$ cat config.mk
export PLATFORM = sky130hd
export DESIGN_NAME = seq_shift_add_multiplier
export DESIGN_NICKNAME = d
export VERILOG_FILES = /design/src/rtl/seq_mul_pkg.sv /design/src/rtl/seq_mul_datapath.sv /design/src/rtl/seq_shift_add_multiplier.sv
export SDC_FILE = /design/constraint.sdc
export NUM_CORES = 1
export LEC_CHECK = 0
export CAP_MARGIN = 20
export CORE_MARGIN = 5
export CORE_UTILIZATION = 55
export CTS_CLUSTER_SIZE = 20
export DETAILED_ROUTE_END_ITERATION = 12
export PLACE_DENSITY = 0.79
export SLEW_MARGIN = 20
export SYNTH_ARGS = -nofsm -noshare
export SYNTH_HDL_FRONTEND = slang
export SYNTH_SLANG_ARGS = --single-unit
$ cat constraint.sdc
create_clock -name clk -period 3.55 [get_ports clk]
set_input_delay 0.5325 -clock clk [delete_from_list [all_inputs] [get_ports clk]]
set_output_delay 0.5325 -clock clk [all_outputs]
set_load 0.05 [all_outputs]
$ cat src/rtl/seq_mul_pkg.sv
// Shared types and helpers for the sequential shift-and-add multiplier.
// Optional early termination is enabled with SEQ_MUL_EARLY_TERM_EN (see seq_shift_add_multiplier).
package seq_mul_pkg;

    typedef enum logic [1:0] {
        StIdle = 2'd0,
        StRun  = 2'd1,
        StDone = 2'd2
    } state_e;

    // One extra bit so the counter can represent WIDTH itself.
    function automatic int unsigned cnt_width(input int unsigned width);
        return $clog2(width) + 1;
    endfunction

endpackage

$ cat src/rtl/seq_mul_datapath.sv
// Shift-and-add datapath: accumulator, shifting multiplicand and multiplier registers.
// The controlling FSM issues load (capture operands) and step (one iteration) enables.
module seq_mul_datapath
    import seq_mul_pkg::*;
#(
    parameter int unsigned WIDTH = 4
) (
    input  logic               clk,
    input  logic               rst_n,
    input  logic               load_i,
    input  logic               step_i,
    input  logic [WIDTH-1:0]   a_i,
    input  logic [WIDTH-1:0]   b_i,
    output logic [2*WIDTH-1:0] sum_o,
    output logic               mplr_next_zero_o
);

    logic [2*WIDTH-1:0] acc_q;
    logic [2*WIDTH-1:0] mcand_q;
    logic [WIDTH-1:0]   mplr_q;

    // Accumulated value including the current iteration's partial product.
    assign sum_o            = acc_q + (mplr_q[0] ? mcand_q : '0);
    assign mplr_next_zero_o = (mplr_q >> 1) == '0;

    always_ff @(posedge clk or negedge rst_n) begin
        if (!rst_n) begin
            acc_q   <= '0;
            mcand_q <= '0;
            mplr_q  <= '0;
        end else if (load_i) begin
            acc_q   <= '0;
            mcand_q <= {{WIDTH{1'b0}}, a_i};
            mplr_q  <= b_i;
        end else if (step_i) begin
            acc_q   <= sum_o;
            mcand_q <= mcand_q << 1;
            mplr_q  <= mplr_q >> 1;
        end
    end

endmodule

$ cat src/rtl/seq_shift_add_multiplier.sv
// Sequential unsigned WIDTH x WIDTH multiplier, one multiplier bit per clock, start/busy/done.
// Define SEQ_MUL_EARLY_TERM_EN to finish as soon as the remaining multiplier bits are zero.
module seq_shift_add_multiplier
    import seq_mul_pkg::*;
#(
    parameter int unsigned WIDTH = 4,
    parameter int unsigned CNT_W = cnt_width(WIDTH)
) (
    input  logic               clk,
    input  logic               rst_n,
    input  logic               start,
    input  logic [WIDTH-1:0]   a,
    input  logic [WIDTH-1:0]   b,
    output logic               busy,
    output logic               done,
    output logic [2*WIDTH-1:0] product
);

    state_e             state_q;
    logic [CNT_W-1:0]   count_q;
    logic               busy_q;
    logic               done_q;
    logic [2*WIDTH-1:0] product_q;

    logic               load;
    logic               step;
    logic [2*WIDTH-1:0] sum;
    logic               mplr_next_zero;
    logic               last_iter;
    logic               early_exit;
    logic               finish;

    assign load      = start && (state_q != StRun);
    assign step      = (state_q == StRun);
    assign last_iter = (count_q == CNT_W'(WIDTH - 1));

`ifdef SEQ_MUL_EARLY_TERM_EN
    assign early_exit = mplr_next_zero;
`else
    logic unused_mplr_next_zero;
    assign unused_mplr_next_zero = mplr_next_zero;
    assign early_exit            = 1'b0;
`endif

    assign finish = last_iter || early_exit;

    seq_mul_datapath #(
        .WIDTH (WIDTH)
    ) u_datapath (
        .clk              (clk),
        .rst_n            (rst_n),
        .load_i           (load),
        .step_i           (step),
        .a_i              (a),
        .b_i              (b),
        .sum_o            (sum),
        .mplr_next_zero_o (mplr_next_zero)
    );

    always_ff @(posedge clk or negedge rst_n) begin
        if (!rst_n) begin
            state_q   <= StIdle;
            count_q   <= '0;
            busy_q    <= 1'b0;
            done_q    <= 1'b0;
            product_q <= '0;
        end else begin
            unique case (state_q)
                StIdle, StDone: begin
                    done_q <= 1'b0;
                    if (start) begin
                        state_q <= StRun;
                        busy_q  <= 1'b1;
                        count_q <= '0;
                    end else begin
                        state_q <= StIdle;
                    end
                end
                StRun: begin
                    count_q <= count_q + CNT_W'(1);
                    if (finish) begin
                        product_q <= sum;
                        state_q   <= StDone;
                        busy_q    <= 1'b0;
                        done_q    <= 1'b1;
                    end
                end
                default: begin
                    state_q <= StIdle;
                    busy_q  <= 1'b0;
                    done_q  <= 1'b0;
                end
            endcase
        end
    end

    assign busy    = busy_q;
    assign done    = done_q;
    assign product = product_q;

endmodule

==> impl_metrics.tcl, run 1 <==
set metrics [dict create \
    outcome "complete, no violations" \
    power_frac_seq_pct 38.9 \
    dp_slack_ps 1350 \
    path_cells "and2_1, ha_1, inv_1, fa_1, nor2b_4, o31a_1, o21a_1, o21a_1, o31ai_1" \
    core_um2 3030 \
    crit_fanout 9 \
    synth_area_per_cell_um2 9.97 \
    synth_warnings 0 \
    fin_util_pct 68.0 \
    dieArea_um2 4380 \
    grt_max_degree 35 \
    hpwl_um 2350 \
    nets 217 \
    fp.dieH_um 66.2 \
    placed_cells 233 \
    tns_ps 0 \
    cp_top_family "compound AO/OA/AOI/OAI gates" \
    maxCapViolCount 0 \
    power_mw 1.66 \
    yosysUniqueCellTypes 30 \
    critPathBufInv 1 \
    cp_common_cell "o21a_1" \
    cp-start-kind "flip-flop" \
    cts.sinks 34 \
    setup_violations 0 \
    antenna_found_initial 0 \
    root_buffer "clkbuf_4" \
    cts_resized 0 \
    hold_viol 0 \
    die_w_um 66.2 \
    cts.clk_slew.worst_paths_ps 110 \
    finalCritPeriodShare_pct 63.3 \
    netlist.area_leader.share_pct 49.0 \
    vdd_drop_max_mv 0.533 \
    clock_path_buffers 2 \
    finalWirelength_um 3380 \
    grt_pass1_wl_um 5840 \
    slowest_delay_ps 480 \
    ctsHoldBuffers 0 \
    min_path_type "flip-flop to flip-flop" \
    p_sw_share_pct 42.2 \
    design_area_um2 2060 \
    synthCells 174 \
    ys_seq_elements 34 \
    ios 21 \
    syn_to_final_growth_pct 18.7 \
    wl_per_cell_um 14.0 \
    fin_cells 241 \
    gr-total-overflow 0 \
    rows 20 \
    p_per_area_nw_per_um2 804 \
    post_cts_buffers 0 \
    rsz0062_at_grt "false" \
    finalCriticalPeriod_ps 2250 \
    crit_path_top_delay_cell "dfrtp_1" \
    port-buffer-count 20 \
    r2r_setup_slack_ps 1300 \
    fmax_mhz 445 \
    seq_area_frac_synth_pct 49.0 \
    final_cell_mix "dfrtp_1, nand2_1, o21ai_0" \
    num_vias 1296 \
    slew_headroom_pct 37.0 \
    cts_buffers 5 \
    drtIter0Drc 48 \
    cp.required_ps 3800 \
    grt_pass1_vias 1299 \
    tritoncts "done" \
    cp-end-kind "flip-flop" \
    arrival_ps 2500 \
    power.switching_uw 698 \
    p_comb_share_pct 43.7 \
    synth.largest_area_cell "dfrtp_1" \
    start_util_pct 57.3 \
    dpl-instance-area_um2 1980 \
    layout.cells.most_common "dfrtp_1" \
    insertion_delay_ps 340 \
    syn_nets 195 \
    holdWs_ps 487 \
    p_int_uw 958 \
    syn_area_um2 1740 \
    clock_skew_ps 9.81 \
    htreeDepth 2 \
    layout-drive-gt1-share_pct 7.11 \
    cellLeakagePower_nw 0.962 \
    drt.antenna.violating_nets 0 \
    tightest_slew_ps 942 \
    p_clk_share_pct 17.4 \
    antenna_cells 0 \
    criticalPathCategory "flip-flop to flip-flop" \
    grt_usage_pct 17.9 \
    drt-pass1-iter-count 4 \
    fin_ws_ps 1300 \
    gp_congestion 0.757 \
    nFillCells 247 \
    slew_viol_final 0 \
    drc_errors 0 \
    synth.top_cells.by_area "dfrtp_1, nand2_1, ha_1" \
    via_per_inst 5.38 \
]
## power by group through the flow
| stage | Combinational, mW | Clock (mW) | Sequential [mW] |
|---|---|---|---|
| floorplan | 0.387 | 0 | 0.770 |
| global placement | 0.692 | 0 | 0.645 |
| detailed placement | 0.724 | 0 | 0.652 |
| CTS | 0.726 | 0.296 | 0.644 |
| global route | 0.802 | 0.314 | 0.666 |
| finish | 0.724 | 0.289 | 0.644 |
## worst min-delay path: cells and delay by family (launching register included)
| kind | cells | cell delay (ps) |
|---|---|---|
| compound gates | 1 | 60 |
| flops | 1 | 350 |
| simple gates | 1 | 50 |
## cells in the mapped netlist, drive strengths merged
cell type and number:
nand3b 11, a21o 1, nor2 8, nor3 1
o211ai 1, ha 9, a21oi 4, dfrtp 34
o31ai 2, buf 2, nand2 32, a22o 2
nand2b 2, nor2b 2, o21a 3, mux2 3
inv 5, mux2i 8, o31a 1, o21ai 21
a211oi 1, o21bai 1, clkbuf 5, fa 1
or3 1, xor2 4, nand3 1, xnor2 2
and2 6
## per-layer routing
| metal | GRT usage [%] | up-vias | share of wire, % |
|---|---|---|---|
| met4 | 7.87 | 0 | 2.0 |
| met5 | 0 | - | 0 |
| li1 | - | 640 | - |
| met3 | 5.78 | 8 | 5.6 |
| met2 | 28.1 | 31 | 48 |
| met1 | 22.3 | 617 | 44 |
## layout make-up
cell class,instances,area (um^2),area share [%]
tap,44,55.1,2.67
sequential,34,851,41.3
multi-input combinational,128,837,40.6
clock inverter,3,45.0,2.19
inverter,5,18.8,0.911
clock buffer,5,37.5,1.82
timing repair buffer,22,215,10.4
## registers in the layout, indices dropped and copies added, names as in the netlist
name and count:
busy 1, count_q 3, done 1, product 8
state_q 1, u_datapath.acc_q 8, u_datapath.mcand_q 8, u_datapath.mplr_q 4
## worst paths after layout
path                       cells past startpoint                   to            startpoint
max                                            9  u_datapath.acc_q[6]  u_datapath.mplr_q[0]
min                                            2           product[7]            product[7]
max reg2reg                                    9  u_datapath.acc_q[6]  u_datapath.mplr_q[0]
min reg2reg                                    2           product[7]            product[7]
max in group asynchronous                      2                 busy                 rst_n
min in group asynchronous                      2  u_datapath.acc_q[1]                 rst_n
## cells by family (layout without fill, tap and decap cells)
group / Yosys count / after routing / share of synthesized area [%]
muxes: 11 / 11 / 6.56
xor gates and xnor gates: 6 / 6 / 3.03
and+or+nand+nor: 64 / 64 / 18.4
AOI/OAI and AO/OA: 37 / 37 / 12.6
adders and majority gates: 10 / 10 / 7.64
DFF: 34 / 34 / 49.0
buffers and inverters: 12 / 35 / 2.74
Power figures use the tool's default switching activity.
==> inputs of run 2 (changes only) <==
--- a/config.mk
+++ b/config.mk
@@ -7,10 +7,10 @@
 export LEC_CHECK = 0
 export CAP_MARGIN = 20
 export CORE_MARGIN = 5
-export CORE_UTILIZATION = 55
+export CORE_UTILIZATION = 49
 export CTS_CLUSTER_SIZE = 20
 export DETAILED_ROUTE_END_ITERATION = 12
-export PLACE_DENSITY = 0.79
+export PLACE_DENSITY = 0.74
 export SLEW_MARGIN = 20
 export SYNTH_ARGS = -nofsm -noshare
 export SYNTH_HDL_FRONTEND = slang
==> constraint.sdc (replaced) <==
create_clock -name clk -period 1.85 [get_ports clk]
set_input_delay 0.2775 -clock clk [delete_from_list [all_inputs] [get_ports clk]]
set_output_delay 0.2775 -clock clk [all_outputs]
set_load 0.05 [all_outputs]
==> run 2 against run 1 <==
  * The run now ends with setup timing left
  * Power increased by 120%
  * Final area increased by 13%
  * Register-to-register slack lost 1500 ps
  * Sequential share of layout area decreased by 4.9 points
  * Critical path depth unchanged
  * Global-route usage down 1.5 points
  * Clock skew fell by 1.4 ps
==> impl_metrics.tcl, run 2 (same netlist as run 1, synthesis figures left out) <==
set metrics [dict create \
    power_mw 3.61 \
    rows 21 \
    cts_buffers 5 \
    root_buffer "clkbuf_4" \
    cp.required_ps 2090 \
    port-buffer-count 20 \
    final_cell_mix "dfrtp_1, nand2_1, buf_4" \
    min_path_type "input pin to asynchronous set/reset pin" \
    gp_congestion 0.902 \
    p_per_area_nw_per_um2 1550 \
    setup_violations 7 \
    drc_errors 0 \
    gr-total-overflow 0 \
    vdd_drop_max_mv 1.01 \
    arrival_ps 2300 \
    finalWirelength_um 3810 \
    grt_pass1_vias 1421 \
    finalCritPeriodShare_pct 111 \
    dieArea_um2 4830 \
    grt_pass1_wl_um 6290 \
    core_um2 3390 \
    crit_fanout 4 \
    clock_skew_ps 8.44 \
    tightest_slew_ps 753 \
    fin_cells 261 \
    ios 21 \
    via_per_inst 5.25 \
    slew_viol_final 0 \
    rsz0062_at_grt "true" \
    num_vias 1369 \
    hpwl_um 2570 \
    cp-end-kind "flip-flop" \
    hold_viol 0 \
    nets 235 \
    finalCriticalPeriod_ps 2060 \
    layout-drive-gt1-share_pct 23.3 \
    drt-pass1-iter-count 4 \
    failed_checks "setup timing" \
    fin_util_pct 68.9 \
    cts.clk_slew.worst_paths_ps 110 \
    layout.cells.most_common "dfrtp_1" \
    fin_ws_ps -206 \
    grt_usage_pct 16.4 \
    criticalPathCategory "flip-flop to flip-flop" \
    syn_to_final_growth_pct 34.6 \
    slew_headroom_pct 49.8 \
    antenna_cells 0 \
    ctsHoldBuffers 0 \
    drtIter0Drc 84 \
    fmax_mhz 486 \
    placed_cells 250 \
    drt.antenna.violating_nets 0 \
    htreeDepth 2 \
    fp.dieH_um 69.5 \
    insertion_delay_ps 350 \
    maxCapViolCount 0 \
    tritoncts "done" \
    die_w_um 69.5 \
    grt_max_degree 35 \
    tns_ps -704 \
    outcome "complete, but fails checks" \
    cp-start-kind "flip-flop" \
    cts.sinks 34 \
    antenna_found_initial 0 \
    wl_per_cell_um 14.6 \
    clock_path_buffers 2 \
    start_util_pct 51.2 \
    cellLeakagePower_nw 1.11 \
]
run 2: changes by cell type in the layout (fill, tap and decap cells not counted), moves of 3 or more:
cell             previous run  this run
buf_4                       2        21
o21ai_0                    21        15
ha_1                        9         4
o21ai_1                     0         5
clkdlybuf4s50_1            20        16
ha_4                        0         4
a21oi_1                     4         1
run 2: final timing paths:
kind                       depth (start not counted)                 start               endpoint  slack (ps)
min                                                2                 rst_n  u_datapath.mcand_q[1]         320
min in group clk                                   2            product[6]             product[6]         500
max                                                9  u_datapath.mplr_q[0]    u_datapath.acc_q[6]        -210
min reg2reg                                        2            product[6]             product[6]         500
max in group asynchronous                          2                 rst_n    u_datapath.acc_q[6]        1230
max reg2reg                                        9  u_datapath.mplr_q[0]    u_datapath.acc_q[6]        -210
run 2: layer usage:
metal / GRT usage, % / part of all wire, % / vias to the layer above
li1: - / - / 678
met1: 19.7 / 45 / 666
met2: 26.8 / 50 / 21
met3: 6.09 / 3.5 / 4
met4: 5.86 / 0.87 / 0
met5: 0 / 0 / -
run 2: repair_timing:
item | 4_1_cts | 5_1_grt
gates resized for setup | 5 | 21
buffers inserted | 1 | 2
pin swaps | 4 | 11
endpoints found under the setup margin | 8 | 12
run 2: final cells by class:
type / count / area (um^2)
fill: 269 / 1050
timing repair buffer: 40 / 354
multi-input combinational: 128 / 948
tap: 46 / 57.6
sequential: 34 / 851
clock buffer: 5 / 37.5
inverter: 5 / 18.8
clock inverter: 3 / 68.8
run 2: stage by stage:
stage | instance area [um^2] | setup slack [ps] | hold WS, ps
after global routing | 2340 | -319 | 331
final | 2340 | -206 | 321
after global placement | 2090 | -83.8 | 463
after CTS | 2220 | -193 | 319
after floorplan | 1740 | -93.3 | -18.1
after detailed placement | 2090 | -174 | 472
run 2: worst max-delay path, stage by stage, from the launching register on:
cell and delay, ps:
dfrtp_1 420, and2_4 150, ha_4 150, inv_2 50
fa_2 230, nor2b_4 50, o31a_1 250, o21a_1 220
o21a_1 200, o31ai_1 220
run 2: where the power goes:
part	internal [mW]	switching, mW	total [mW]
registers	1.03	0.208	1.24
clock network	0.423	0.272	0.695
logic	0.714	0.968	1.68
total	2.17	1.45	3.61
==> inputs of run 3 (changes only) <==
--- a/config.mk
+++ b/config.mk
@@ -6,7 +6,6 @@
 export NUM_CORES = 1
 export LEC_CHECK = 0
 export CAP_MARGIN = 20
-export CORE_MARGIN = 5
 export CORE_UTILIZATION = 49
 export CTS_CLUSTER_SIZE = 20
 export DETAILED_ROUTE_END_ITERATION = 12
==> run 3 against run 2 <==
  * The flow still finishes with violations (setup timing)
  * Critical path depth unchanged
  * Sequential share of layout area up 0.92 points
  * First-iteration DRC count is 58% lower
  * Sequential power barely moved
  * Final area decreased by 2.5%
  * Wire length decreased by 1.7%
  * Fmax is 0.73% higher
  * Power is 6.3% lower
  * Global-route usage grew 6.6 points
  * Setup slack gained 15 ps
  * Largest power group unchanged
  * Highest routed layer unchanged
==> impl_metrics.tcl, run 3 (same netlist as run 1, synthesis figures left out) <==
set metrics [dict create \
    outcome "complete, but fails checks" \
    failed_checks "setup timing" \
    core_um2 3360 \
    grt_max_degree 35 \
    rows 21 \
    ios 21 \
    power_frac_seq_pct 36.5 \
    cp-start-kind "flip-flop" \
    cp.required_ps 2110 \
    ctsHoldBuffers 0 \
    antenna_cells 0 \
    layout-drive-gt1-share_pct 22.0 \
    gp_congestion 0.821 \
    crit_fanout 5 \
    crit_path_top_delay_cell "dfrtp_1" \
    hold_viol 0 \
    start_util_pct 51.6 \
    cp_top_family "compound AO/OA/AOI/OAI gates" \
    cp-end-kind "flip-flop" \
    slew_headroom_pct 50.2 \
    antenna_found_initial 0 \
    drt.antenna.violating_nets 0 \
    finalWirelength_um 3750 \
    p_sw_share_pct 41.5 \
    drc_errors 0 \
    power.switching_mw 1.41 \
    nets 234 \
    slew_viol_final 0 \
    fin_cells 260 \
    port-buffer-count 20 \
    cellLeakagePower_nw 1.06 \
    drt-pass1-iter-count 4 \
    cts_buffers 5 \
    p_int_mw 1.98 \
    setup_violations 7 \
    p_comb_share_pct 48.5 \
    num_vias 1388 \
    r2r-start "u_datapath.mplr_q[0]" \
    ff2ff_path_depth 9 \
    grt_pass1_vias 1345 \
    hpwl_um 2440 \
    htreeDepth 2 \
    p_clk_share_pct 15.0 \
    clock_path_buffers 2 \
    tritoncts "done" \
    wl_per_cell_um 14.4 \
    grt_usage_pct 23.0 \
    cp_common_cell "o21a_1" \
    via_per_inst 5.34 \
    rr_endpoint "product[6]" \
    gr-total-overflow 0 \
    grt_pass1_wl_um 6130 \
    vdd_drop_max_mv 0.913 \
    criticalPathCategory "flip-flop to flip-flop" \
    fmax_mhz 490 \
    root_buffer "clkbuf_4" \
    nFillCells 278 \
    final_cell_mix "dfrtp_1, nand2_1, buf_4" \
    drtIter0Drc 35 \
    rsz0062_at_grt "true" \
    placed_cells 250 \
    cts.sinks 34 \
    r2r_setup_slack_ps -190 \
    fin_ws_ps -191 \
    fp.dieH_um 61.5 \
    maxCapViolCount 0 \
    slowest_delay_ps 430 \
    power_mw 3.38 \
    die_w_um 61.5 \
    finalCritPeriodShare_pct 110 \
    syn_to_final_growth_pct 31.3 \
    path_cells "and2_4, ha_4, inv_4, fa_2, nor2b_4, o31a_1, o21a_1, o21a_1, o31ai_1" \
    p_per_area_nw_per_um2 1490 \
    cts.clk_slew.worst_paths_ps 110 \
    arrival_ps 2300 \
    fin_util_pct 67.7 \
    min_path_type "input pin to asynchronous set/reset pin" \
    finalCriticalPeriod_ps 2040 \
    insertion_delay_ps 340 \
    tightest_slew_ps 747 \
    layout.cells.most_common "dfrtp_1" \
    clock_skew_ps 9.57 \
    critPathBufInv 1 \
    tns_ps -633 \
    dieArea_um2 3780 \
]
run 3: final cells by class:
| type | instances | area, um^2 | area share (%) |
|---|---|---|---|
| clock buffers | 8 | 78.8 | 3.46 |
| well taps | 46 | 57.6 | 2.53 |
| flip-flops and latches | 34 | 851 | 37.3 |
| inverters | 5 | 21.3 | 0.934 |
| multi-input cells | 128 | 923 | 40.5 |
| repair buffers | 39 | 347 | 15.2 |
run 3: per-layer routing:
layer / vias up / routed length (um) / track usage (%)
met5: - / 0 / 0
met4: 0 / 112 / 9.52
met3: 11 / 122 / 6.30
met2: 29 / 1900 / 38.4
met1: 678 / 1620 / 28.1
li1: 670 / - / -
run 3: repair_timing:
item                                    in CTS  in global routing
cloned                                       0                  0
pin swaps                                    8                 11
buffers inserted                             1                  2
gates resized for setup                      6                 17
endpoints found under the setup margin       8                  9
run 3: worst register-to-register path, stage by stage (launching register included):
cell and delay [ps]:
dfrtp_1 430, and2_4 160, ha_4 160, inv_4 50, fa_2 230, nor2b_4 50, o31a_1 260, o21a_1 210
o21a_1 200, o31ai_1 220
run 3: worst max-delay path by stage:
stage                                    start                  end  slack (ps)  depth (start not counted)
after floorplan           u_datapath.mplr_q[0]           product[6]         -90                          9
after detailed placement  u_datapath.mplr_q[0]  u_datapath.acc_q[6]        -180                          9
after CTS                 u_datapath.mplr_q[0]           product[6]        -210                          9
final                     u_datapath.mplr_q[0]           product[6]        -190                          9
after global routing      u_datapath.mplr_q[0]           product[6]        -330                          9
after global placement    u_datapath.mplr_q[0]  u_datapath.acc_q[6]        -100                          9
run 3: power groups by stage:
stage               combinational (mW)  sequential [mW]  clock, mW
floorplan                        0.745             1.48          0
global placement                  1.47             1.22          0
detailed placement                1.52             1.24          0
CTS                               1.56             1.23      0.519
global route                      1.82             1.27      0.550
finish                            1.64             1.24      0.506
run 3: metrics by stage:
| stage | hold WS (ps) | setup slack [ps] | area [um^2] |
|---|---|---|---|
| after floorplan | -18.1 | -93.3 | 1740 |
| after CTS | 342 | -206 | 2190 |
| after global routing | 370 | -329 | 2280 |
| after detailed placement | 464 | -177 | 2090 |
| final | 324 | -191 | 2280 |
| after global placement | 462 | -100 | 2090 |
